==> src/rtl/fp_addsub_pipe.sv <==
// fp_addsub_pipe: parametrised IEEE-754 binary adder/subtractor, 3-stage pipeline.
//   Stage 1 unpacks, classifies, swaps and aligns. Stage 2 adds or subtracts and counts leading zeros.
//   Stage 3 normalises, rounds to nearest-even, packs and registers the outputs.
//   Special operands (NaN, inf) are resolved in stage 1 and carried down the pipe.
// Ports:
//   clk, rst                 clock, asynchronous active-high reset
//   in_valid/in_ready        operand beat handshake (a, b, op; op=1 add, op=0 subtract)
//   out_valid/out_ready      result handshake (result, flag_invalid/overflow/inexact)
// All stages advance together when the output register is empty or being drained.
module fp_addsub_pipe #(
    parameter int unsigned EXP_W  = 8,
    parameter int unsigned FRAC_W = 23
) (
    input  logic                      clk,
    input  logic                      rst,
    input  logic                      in_valid,
    output logic                      in_ready,
    input  logic [EXP_W+FRAC_W:0]     a,
    input  logic [EXP_W+FRAC_W:0]     b,
    input  logic                      op,
    output logic                      out_valid,
    input  logic                      out_ready,
    output logic [EXP_W+FRAC_W:0]     result,
    output logic                      flag_invalid,
    output logic                      flag_overflow,
    output logic                      flag_inexact
);

    localparam int unsigned W   = 1 + EXP_W + FRAC_W;
    localparam int unsigned DW  = FRAC_W + 4;          // hidden, frac, G, R, S
    localparam int unsigned SHW = $clog2(DW + 1);
    localparam int unsigned EW2 = EXP_W + 2;           // headroom for carry / rounding

    localparam logic [W-1:0] QNAN = {1'b0, {EXP_W{1'b1}}, 1'b1, {(FRAC_W-1){1'b0}}};

    // Leading-zero count; the highest set bit wins because it is visited last.
    function automatic logic [SHW-1:0] lzc_f(input logic [DW-1:0] v);
        lzc_f = SHW'(DW);
        for (int i = 0; i < int'(DW); i++) begin
            if (v[i]) lzc_f = SHW'(int'(DW) - 1 - i);
        end
    endfunction

    logic en;
    assign en       = !out_valid || out_ready;
    assign in_ready = en;

    // ---------------- stage 1: unpack / classify / swap / align ----------------
    logic              sa, sb_eff;
    logic [EXP_W-1:0]  ea, eb, ea_eff, eb_eff;
    logic [FRAC_W-1:0] fa, fb;
    logic              a_nan, b_nan, a_snan, b_snan, a_inf, b_inf;
    logic [DW-1:0]     sig_a, sig_b, big_sig, small_sig, small_al;
    logic [EXP_W-1:0]  big_exp, small_exp, exp_diff;
    logic              big_sign;
    logic [SHW-1:0]    shift_amt;
    logic [2*DW-1:0]   ext;
    logic              spec_c, spec_inv_c;
    logic [W-1:0]      spec_res_c;

    always_comb begin
        sa        = a[W-1];
        sb_eff    = b[W-1] ^ ~op;
        ea        = a[W-2:FRAC_W];
        eb        = b[W-2:FRAC_W];
        fa        = a[FRAC_W-1:0];
        fb        = b[FRAC_W-1:0];
        a_nan     = (&ea) && (|fa);
        b_nan     = (&eb) && (|fb);
        a_snan    = a_nan && !fa[FRAC_W-1];
        b_snan    = b_nan && !fb[FRAC_W-1];
        a_inf     = (&ea) && !(|fa);
        b_inf     = (&eb) && !(|fb);
        // subnormals use exponent 1 with a zero hidden bit
        ea_eff    = (ea == '0) ? EXP_W'(1) : ea;
        eb_eff    = (eb == '0) ? EXP_W'(1) : eb;
        sig_a     = {(ea != '0), fa, 3'b000};
        sig_b     = {(eb != '0), fb, 3'b000};

        big_sign  = sa;
        big_exp   = ea_eff;
        big_sig   = sig_a;
        small_exp = eb_eff;
        small_sig = sig_b;
        if (a[W-2:0] < b[W-2:0]) begin
            big_sign  = sb_eff;
            big_exp   = eb_eff;
            big_sig   = sig_b;
            small_exp = ea_eff;
            small_sig = sig_a;
        end

        // clamping the shift at DW pushes the whole operand into the sticky half
        exp_diff  = big_exp - small_exp;
        shift_amt = (32'(exp_diff) > DW) ? SHW'(DW) : SHW'(exp_diff);
        ext       = {small_sig, {DW{1'b0}}} >> shift_amt;
        small_al  = {ext[2*DW-1:DW+1], ext[DW] | (|ext[DW-1:0])};

        spec_c     = 1'b0;
        spec_inv_c = 1'b0;
        spec_res_c = '0;
        if (a_nan || b_nan) begin
            spec_c     = 1'b1;
            spec_res_c = QNAN;
            spec_inv_c = a_snan || b_snan;
        end else if (a_inf && b_inf && (sa != sb_eff)) begin
            spec_c     = 1'b1;
            spec_res_c = QNAN;
            spec_inv_c = 1'b1;
        end else if (a_inf) begin
            spec_c     = 1'b1;
            spec_res_c = a;
        end else if (b_inf) begin
            spec_c     = 1'b1;
            spec_res_c = {sb_eff, b[W-2:0]};
        end
    end

    logic              s1_valid, s1_special, s1_spec_inv, s1_sign, s1_zero_sign, s1_sub;
    logic [W-1:0]      s1_spec_res;
    logic [EXP_W-1:0]  s1_exp;
    logic [DW-1:0]     s1_big, s1_small;

    always_ff @(posedge clk or posedge rst) begin
        if (rst) begin
            s1_valid     <= 1'b0;
            s1_special   <= 1'b0;
            s1_spec_inv  <= 1'b0;
            s1_spec_res  <= '0;
            s1_sign      <= 1'b0;
            s1_zero_sign <= 1'b0;
            s1_sub       <= 1'b0;
            s1_exp       <= '0;
            s1_big       <= '0;
            s1_small     <= '0;
        end else if (en) begin
            s1_valid     <= in_valid;
            s1_special   <= spec_c;
            s1_spec_inv  <= spec_inv_c;
            s1_spec_res  <= spec_res_c;
            s1_sign      <= big_sign;
            s1_zero_sign <= sa & sb_eff;   // only -0 + -0 keeps a negative zero
            s1_sub       <= sa ^ sb_eff;
            s1_exp       <= big_exp;
            s1_big       <= big_sig;
            s1_small     <= small_al;
        end
    end

    // ---------------- stage 2: add / subtract, leading-zero count ----------------
    logic [DW:0]    sum_c;
    logic [SHW-1:0] lzc_c;

    always_comb begin
        sum_c = s1_sub ? ({1'b0, s1_big} - {1'b0, s1_small})
                       : ({1'b0, s1_big} + {1'b0, s1_small});
        lzc_c = lzc_f(sum_c[DW-1:0]);
    end

    logic              s2_valid, s2_special, s2_spec_inv, s2_sign, s2_zero_sign;
    logic [W-1:0]      s2_spec_res;
    logic [EXP_W-1:0]  s2_exp;
    logic [DW:0]       s2_sum;
    logic [SHW-1:0]    s2_lzc;

    always_ff @(posedge clk or posedge rst) begin
        if (rst) begin
            s2_valid     <= 1'b0;
            s2_special   <= 1'b0;
            s2_spec_inv  <= 1'b0;
            s2_spec_res  <= '0;
            s2_sign      <= 1'b0;
            s2_zero_sign <= 1'b0;
            s2_exp       <= '0;
            s2_sum       <= '0;
            s2_lzc       <= '0;
        end else if (en) begin
            s2_valid     <= s1_valid;
            s2_special   <= s1_special;
            s2_spec_inv  <= s1_spec_inv;
            s2_spec_res  <= s1_spec_res;
            s2_sign      <= s1_sign;
            s2_zero_sign <= s1_zero_sign;
            s2_exp       <= s1_exp;
            s2_sum       <= sum_c;
            s2_lzc       <= lzc_c;
        end
    end

    // ---------------- stage 3: normalise / round / pack ----------------
    logic [DW-1:0]     m_c;
    logic [EW2-1:0]    e_c;
    logic [31:0]       sh_c;
    logic              inc_c, hid_c;
    logic [FRAC_W+1:0] rnd_c;
    logic [FRAC_W-1:0] frac_c;
    logic [W-1:0]      res_c;
    logic              inv_c, ovf_c, inx_c;

    always_comb begin
        m_c    = '0;
        e_c    = '0;
        sh_c   = '0;
        inc_c  = 1'b0;
        hid_c  = 1'b0;
        rnd_c  = '0;
        frac_c = '0;
        res_c  = '0;
        inv_c  = 1'b0;
        ovf_c  = 1'b0;
        inx_c  = 1'b0;
        if (s2_special) begin
            res_c = s2_spec_res;
            inv_c = s2_spec_inv;
        end else if (s2_sum == '0) begin
            res_c = {s2_zero_sign, {(W-1){1'b0}}};
        end else begin
            if (s2_sum[DW]) begin
                m_c = {s2_sum[DW:2], |s2_sum[1:0]};
                e_c = EW2'(s2_exp) + EW2'(1);
            end else begin
                // never normalise below exponent 1: what remains is subnormal
                sh_c = (32'(s2_lzc) < 32'(s2_exp) - 32'd1) ? 32'(s2_lzc) : 32'(s2_exp) - 32'd1;
                m_c  = s2_sum[DW-1:0] << sh_c;
                e_c  = EW2'(32'(s2_exp) - sh_c);
            end
            inc_c = m_c[2] & (m_c[1] | m_c[0] | m_c[3]);
            rnd_c = {1'b0, m_c[DW-1:3]} + (FRAC_W+2)'(inc_c);
            if (rnd_c[FRAC_W+1]) begin
                hid_c  = 1'b1;
                frac_c = '0;
                e_c    = e_c + EW2'(1);
            end else begin
                hid_c  = rnd_c[FRAC_W];
                frac_c = rnd_c[FRAC_W-1:0];
            end
            inx_c = |m_c[2:0];
            if (e_c >= EW2'({EXP_W{1'b1}})) begin
                res_c = {s2_sign, {EXP_W{1'b1}}, {FRAC_W{1'b0}}};
                ovf_c = 1'b1;
                inx_c = 1'b1;
            end else begin
                res_c = {s2_sign, (hid_c ? e_c[EXP_W-1:0] : {EXP_W{1'b0}}), frac_c};
            end
        end
    end

    always_ff @(posedge clk or posedge rst) begin
        if (rst) begin
            out_valid     <= 1'b0;
            result        <= '0;
            flag_invalid  <= 1'b0;
            flag_overflow <= 1'b0;
            flag_inexact  <= 1'b0;
        end else if (en) begin
            out_valid     <= s2_valid;
            result        <= res_c;
            flag_invalid  <= inv_c;
            flag_overflow <= ovf_c;
            flag_inexact  <= inx_c;
        end
    end

endmodule

==> config.mk <==
export PLATFORM = sky130hd
export DESIGN_NAME = fp_addsub_pipe
export DESIGN_NICKNAME = d
export VERILOG_FILES = /design/src/rtl/fp_addsub_pipe.sv
export SDC_FILE = /design/constraint.sdc
export NUM_CORES = 1
export LEC_CHECK = 0
export CORE_ASPECT_RATIO = 0.7
export CORE_MARGIN = 1.5
export CORE_UTILIZATION = 45
export CTS_CLUSTER_SIZE = 12
export DETAILED_ROUTE_END_ITERATION = 8
export PLACE_DENSITY = 0.69
export SLEW_MARGIN = 20
export SYNTH_ARGS = -nofsm -noshare
export SYNTH_HDL_FRONTEND = slang
export SYNTH_SLANG_ARGS = --single-unit
==> constraint.sdc <==
create_clock -name clk -period 9.2 [get_ports clk]
set_input_delay 0.92 -clock clk [delete_from_list [all_inputs] [get_ports clk]]
set_output_delay 0.92 -clock clk [all_outputs]
set_load 0.01 [all_outputs]
# After elaboration in Yosys (flattened, before gate mapping)
# Cells that the tools add are included.
# word_totals
reg_bits	214
in_bits	69
output_inout_bits	37
word_cells	146
# classes
add_sub_neg	8
order_cmp	4
eq_ne	1
shift	2
muxes	71
bitwise_logic	8
reduce_logical	28
# op_table
operator	count
$mux 32	7
$mux 27	5
$mux 5	27
$mux 10	6
$shr 54x5->54	1
$reduce_or 23->1	2
$mux 8	5
$lt 5x32->1	1
$shl 27x32->27	1
$lt 31x31->1	1
$mux 31	1
$add 27x27->28	1
$logic_not 28->1	1
$mux 28	1
$sub 27x27->28	1
$reduce_or 27->1	1
$add 24x1->25	1
$mux 23	1
$mux 1	18
$logic_not 8->1	2
$reduce_and 8->1	2
$reduce_bool 8->1	2
$add 10x1->10 const B	1
$ge 10x8->1 const B	1
other kinds (15)	32

# Depth between registers and ports, before layout
# depth
depth_word	29
mapped_depth	35
depth_no_buf	28

# Least setup slack after synthesis
# Ideal clock, no wire load.
# synth_path
kind	input to register
start	in b[24]
end	reg s1_small[0]
setup_time_ns	0.142
t_arrival_ns	7.881
t_required_ns	9.058
path_slack_ns	1.177
path_stages	33
n_path_buf	8
cell_sequence	inv_1 > ha_1 > and4_1 > nand3_1 > nor3_1 > nand2_1 > o31ai_1 > or2_2 > clkbuf_1 > clkbuf_1 > clkbuf_1 > clkbuf_1 > clkbuf_1 > mux2i_1 > ha_1 > fa_1 > nor2b_1 > o21ai_0 > a21boi_0 > o21ai_0 > a21boi_0 > o22ai_1 > nor3_1 > clkbuf_1 > buf_1 > clkbuf_1 > o211ai_1 > a32oi_1 > o22ai_1 > a211oi_1 > nand4_1 > nor4_1 > o221ai_1
# synth_between
elab_chain_cells	9
elab_cells_between_ends	13
cone_classes	add/sub (1); order compare (2); shift (1); mux (5); bitwise (1); reduce/logical (3)
# synth_lines
element	line	text
from (decl)	19	input logic [EXP_W+FRAC_W:0] b,
parallel branches: the longest is 6 deep, another holds $lt 31x31->1	n/a	
$shr 54x5->54 *	96	ext = {small_sig, {DW{1'b0}}} >> shift_amt;
$reduce_or 27->1	97	small_al = {ext[2*DW-1:DW+1], ext[DW] | (|ext[DW-1:0])};
$or 1x1->1 *	97	
to (signal assigned)	146	s1_small <= small_al;
to (decl)	122	logic [DW-1:0] s1_big, s1_small;
# Mark *: on every way between the ends.
# A chain may end at the register's enable or synchronous reset.

# Worst setup path after layout
# layout_path
start	in b[30]
end	reg s1_small[0]
# The elaborated chain is that of the path after synthesis.

==> results_dict.tcl <==
set metrics [dict create \
    cts.sinks 211 \
    dr_total_vias 19200 \
    track_usage 0.321 \
    hold_ws_ns 0.458 \
    cp.arrival_ns 9.02 \
    grt_pass1_wl_um 106000 \
    synth_xor_xnor_area_share 0.0452 \
    antenna_left 0 \
    row_count 61 \
    period_minus_slack_ns 8.63 \
    setup_violations 0 \
    dr.pass1.iters 5 \
    dp_hpwl_um 50900 \
    synth_mux_area_frac 0.0488 \
    post_drt_via_cell_ratio 6.48 \
    layout-drive-gt1-share 0.0695 \
    ys_warn_count 0 \
    drt-total-wl_um 68100 \
    power_density_mw_per_mm2 348 \
    place_ws_ns 0.0874 \
    grt_use_met1 0.521 \
    clk_pin_slew_ns 0.06 \
    fin_setup_tns_ns 0 \
    relSlewSlack 0.193 \
    hold_class "register to register" \
    n_antenna_cell 0 \
    critPathCaptureType "register" \
    worst_slew_pin_slew_ns 1.21 \
    cts_buffers 22 \
    start_kind "input port" \
    async_flop_share 1.00 \
    cp.required_ns 9.59 \
    synth_top_family_by_area "simple AND/OR/NAND/NOR gates" \
    ys_seq_area_frac 0.287 \
    drt_first_iter_violations 2575 \
    synth.ff_latch_count 211 \
    p_total_w 0.00717 \
    num_io_pins 106 \
    grt-busiest-layer "met1" \
    syn_inst 2389 \
    cts_htree_levels 1 \
    period_share 0.938 \
    insertion_delay_ns 0.53 \
    postSynthNetCount 2537 \
    drc 0 \
    crit_fanout 30 \
    grt_setup_unrepaired "no" \
    synth_edf_count 0 \
    first_global_vias 17800 \
    core_area_mm2 0.0400 \
    maxCapViolCount 0 \
    ys.flop_type "dfrtp_1" \
    area_delta_synth_final_pct 11.7 \
    layout.nets 2571 \
    gp_congestion 1.02 \
    die-area_mm2 0.0422 \
    synth_compound_area_frac 0.254 \
    irDropWorstVdd_uv 180 \
    met2_usage 0.424 \
    use_met3 0.0723 \
    wl_per_cell_um 23.0 \
    antenna_found_initial 1 \
    slew_viol_final 0 \
    synthSimpleGateAreaFrac 0.256 \
    fin_ws_ns 0.567 \
    die_h_um 172 \
    synthAdderAreaFrac 0.0545 \
    synth.distinct_cells 102 \
    status "finished, final reports clean" \
    final_hold_viol_count 0 \
    initial_utilization 0.461 \
    cts_tree "yes" \
    clk_path_buf_depth 3 \
    skew_ns 0.00906 \
    grt_max_degree 102 \
    fin_util 0.515 \
    synthesis.area_mm2 0.0184 \
    fmax_ghz 0.116 \
    syn_avg_cell_area_um2 7.71 \
    cts.hold.buffers_added 0 \
    die_w_um 245 \
    cts-root-buf "clkbuf_16" \
    placement.io_buffers 105 \
    gr-total-overflow 0 \
    leakagePower_nw 8.98 \
    crit_type "input port to register" \
]
[per-layer routing]
layer / part of all wire / vias up
li1: - / 8756
met1: 0.49 / 9354
met2: 0.39 / 1032
met3: 0.12 / 79
met4: 0.013 / 2
met5: 0.00019 / -
[worst max-delay path, stage by stage]
cell and delay, ns:
clkdlybuf4s50_1 0.55, inv_1 0.10, ha_1 0.31, and4_1 0.24
nand3_1 0.17, nor3_1 0.64, nand2_1 0.13, o31ai_2 0.51
or2_2 0.36, mux2i_1 0.12, ha_1 0.23, fa_1 0.46
nor2b_1 0.14, o21ai_0 0.11, a21boi_0 0.38, o21ai_0 0.16
a21boi_0 0.25, o22a_1 0.58, nand4_1 0.19, buf_4 0.29
o22ai_1 0.19, a211oi_1 0.07, or2_2 0.35, mux2i_1 0.24
o221ai_1 0.19, or4_1 0.57, nor4_1 0.34, o221ai_1 0.17
[through the flow]
stage,cells,instance area [um2]
global placement,2934,19900
finish,2965,20600
detailed placement,2934,19900
floorplan,2389,18400
CTS,2965,20600
global route,2965,20600
[timing repair]
item,in CTS,in global routing
setup buffers,0,0
endpoints found under the setup margin,0,1
resized for setup,0,3
[cells in the mapped netlist, types with 10 or more instances]
master,count,area (um2)
a22o_1,11,96.3
ha_1,77,963
nor2_1,206,773
a31oi_1,30,188
inv_1,82,308
mux2_2,15,169
a22oi_1,15,113
a32oi_1,29,254
or3_1,11,68.8
nor4_1,61,382
o21ai_0,112,561
dfrtp_1,211,5280
nor3_1,40,200
xnor2_1,63,552
a21oi_1,180,901
nand3_1,43,215
nand2_1,419,1570
a211oi_1,52,390
xor2_1,32,280
a21o_1,30,225
o21a_1,20,150
nand4_1,35,219
a221o_1,14,140
mux2i_1,64,641
and3_1,29,181
clkbuf_1,110,413
nor2b_1,31,194
buf_1,11,41.3
buf_4,12,90.1
buf_2,15,75.1
a221oi_1,10,87.6
and2_1,35,219
o22ai_1,39,244
o211ai_1,14,105
nand2b_1,38,238
o221ai_1,24,210
[final timing paths]
path                                 start              end  slack [ns]  cells after the start
max in group asynchronous              rst   s1_spec_res[7]        6.26                      4
min reg2reg                s2_spec_res[11]  s2_spec_res[11]        0.46                      2
max reg2reg                      s2_exp[1]        result[0]        0.66                     20
max                                  b[30]      s1_small[0]        0.57                     28
min                        s2_spec_res[11]  s2_spec_res[11]        0.46                      2
min in group asynchronous              rst        s2_sum[6]        0.82                      2
[registers in the layout (all words and copies together), names as in the netlist, 5 cells and up]
register,flops
s2_sum,28
s1_big,24
s1_exp,8
s2_lzc,5
s1_small,27
result,32
s2_exp,8
s2_spec_res,32
s1_spec_res,32
[layout make-up]
type	instances	area, um2
Fill cell	3835	19400
Sequential cell	211	5280
Multi-Input combinational cell	1937	12200
Clock inverter	4	47.5
Timing Repair Buffer	165	1500
Tap cell	535	669
Clock buffer	27	579
Inverter	86	333
[cell usage in the layout (no fill, tap or decap), types with 11 or more instances in the layout]
master	netlist	layout
o221ai_1	24	24
a32oi_1	29	29
dfrtp_1	211	211
o21ai_0	112	112
and2_1	35	35
a21o_1	30	30
and3_1	29	29
nor3_1	40	38
clkdlybuf4s50_1	0	105
mux2_2	15	15
a211oi_1	52	50
a22oi_1	15	15
nand4_1	35	35
o22ai_1	39	39
inv_1	82	80
nor4_1	61	61
a22o_1	11	11
clkbuf_16	0	22
a21oi_1	180	179
nand2b_1	38	38
or3_1	11	11
xnor2_1	63	63
a221o_1	14	14
o21a_1	20	20
buf_4	12	60
o211ai_1	14	14
xor2_1	32	32
nor2b_1	31	30
ha_1	77	77
nor2_1	206	205
nand3_1	43	42
a31oi_1	30	30
nand2_1	419	419
mux2i_1	64	64
[cells by family (layout without fill, tap and decap cells)]
group / after synthesis / after routing
AO/OA/AOI/OAI: 686 / 686
XOR/XNOR: 95 / 95
adder cells (fa/ha/maj): 79 / 79
buffers and inverters: 241 / 282
flip-flops: 211 / 211
multiplexers: 83 / 83
AND/OR/NAND/NOR: 994 / 994
[power breakdown]
| part | switching (W) | total (W) | internal [W] |
|---|---|---|---|
| clock | 0.000375 | 0.000820 | 0.000445 |
| sequential | 0.000322 | 0.00150 | 0.00118 |
| combinational | 0.00312 | 0.00484 | 0.00172 |
| total | 0.00382 | 0.00717 | 0.00335 |
No activity file was read; power rests on OpenSTA's default activity.
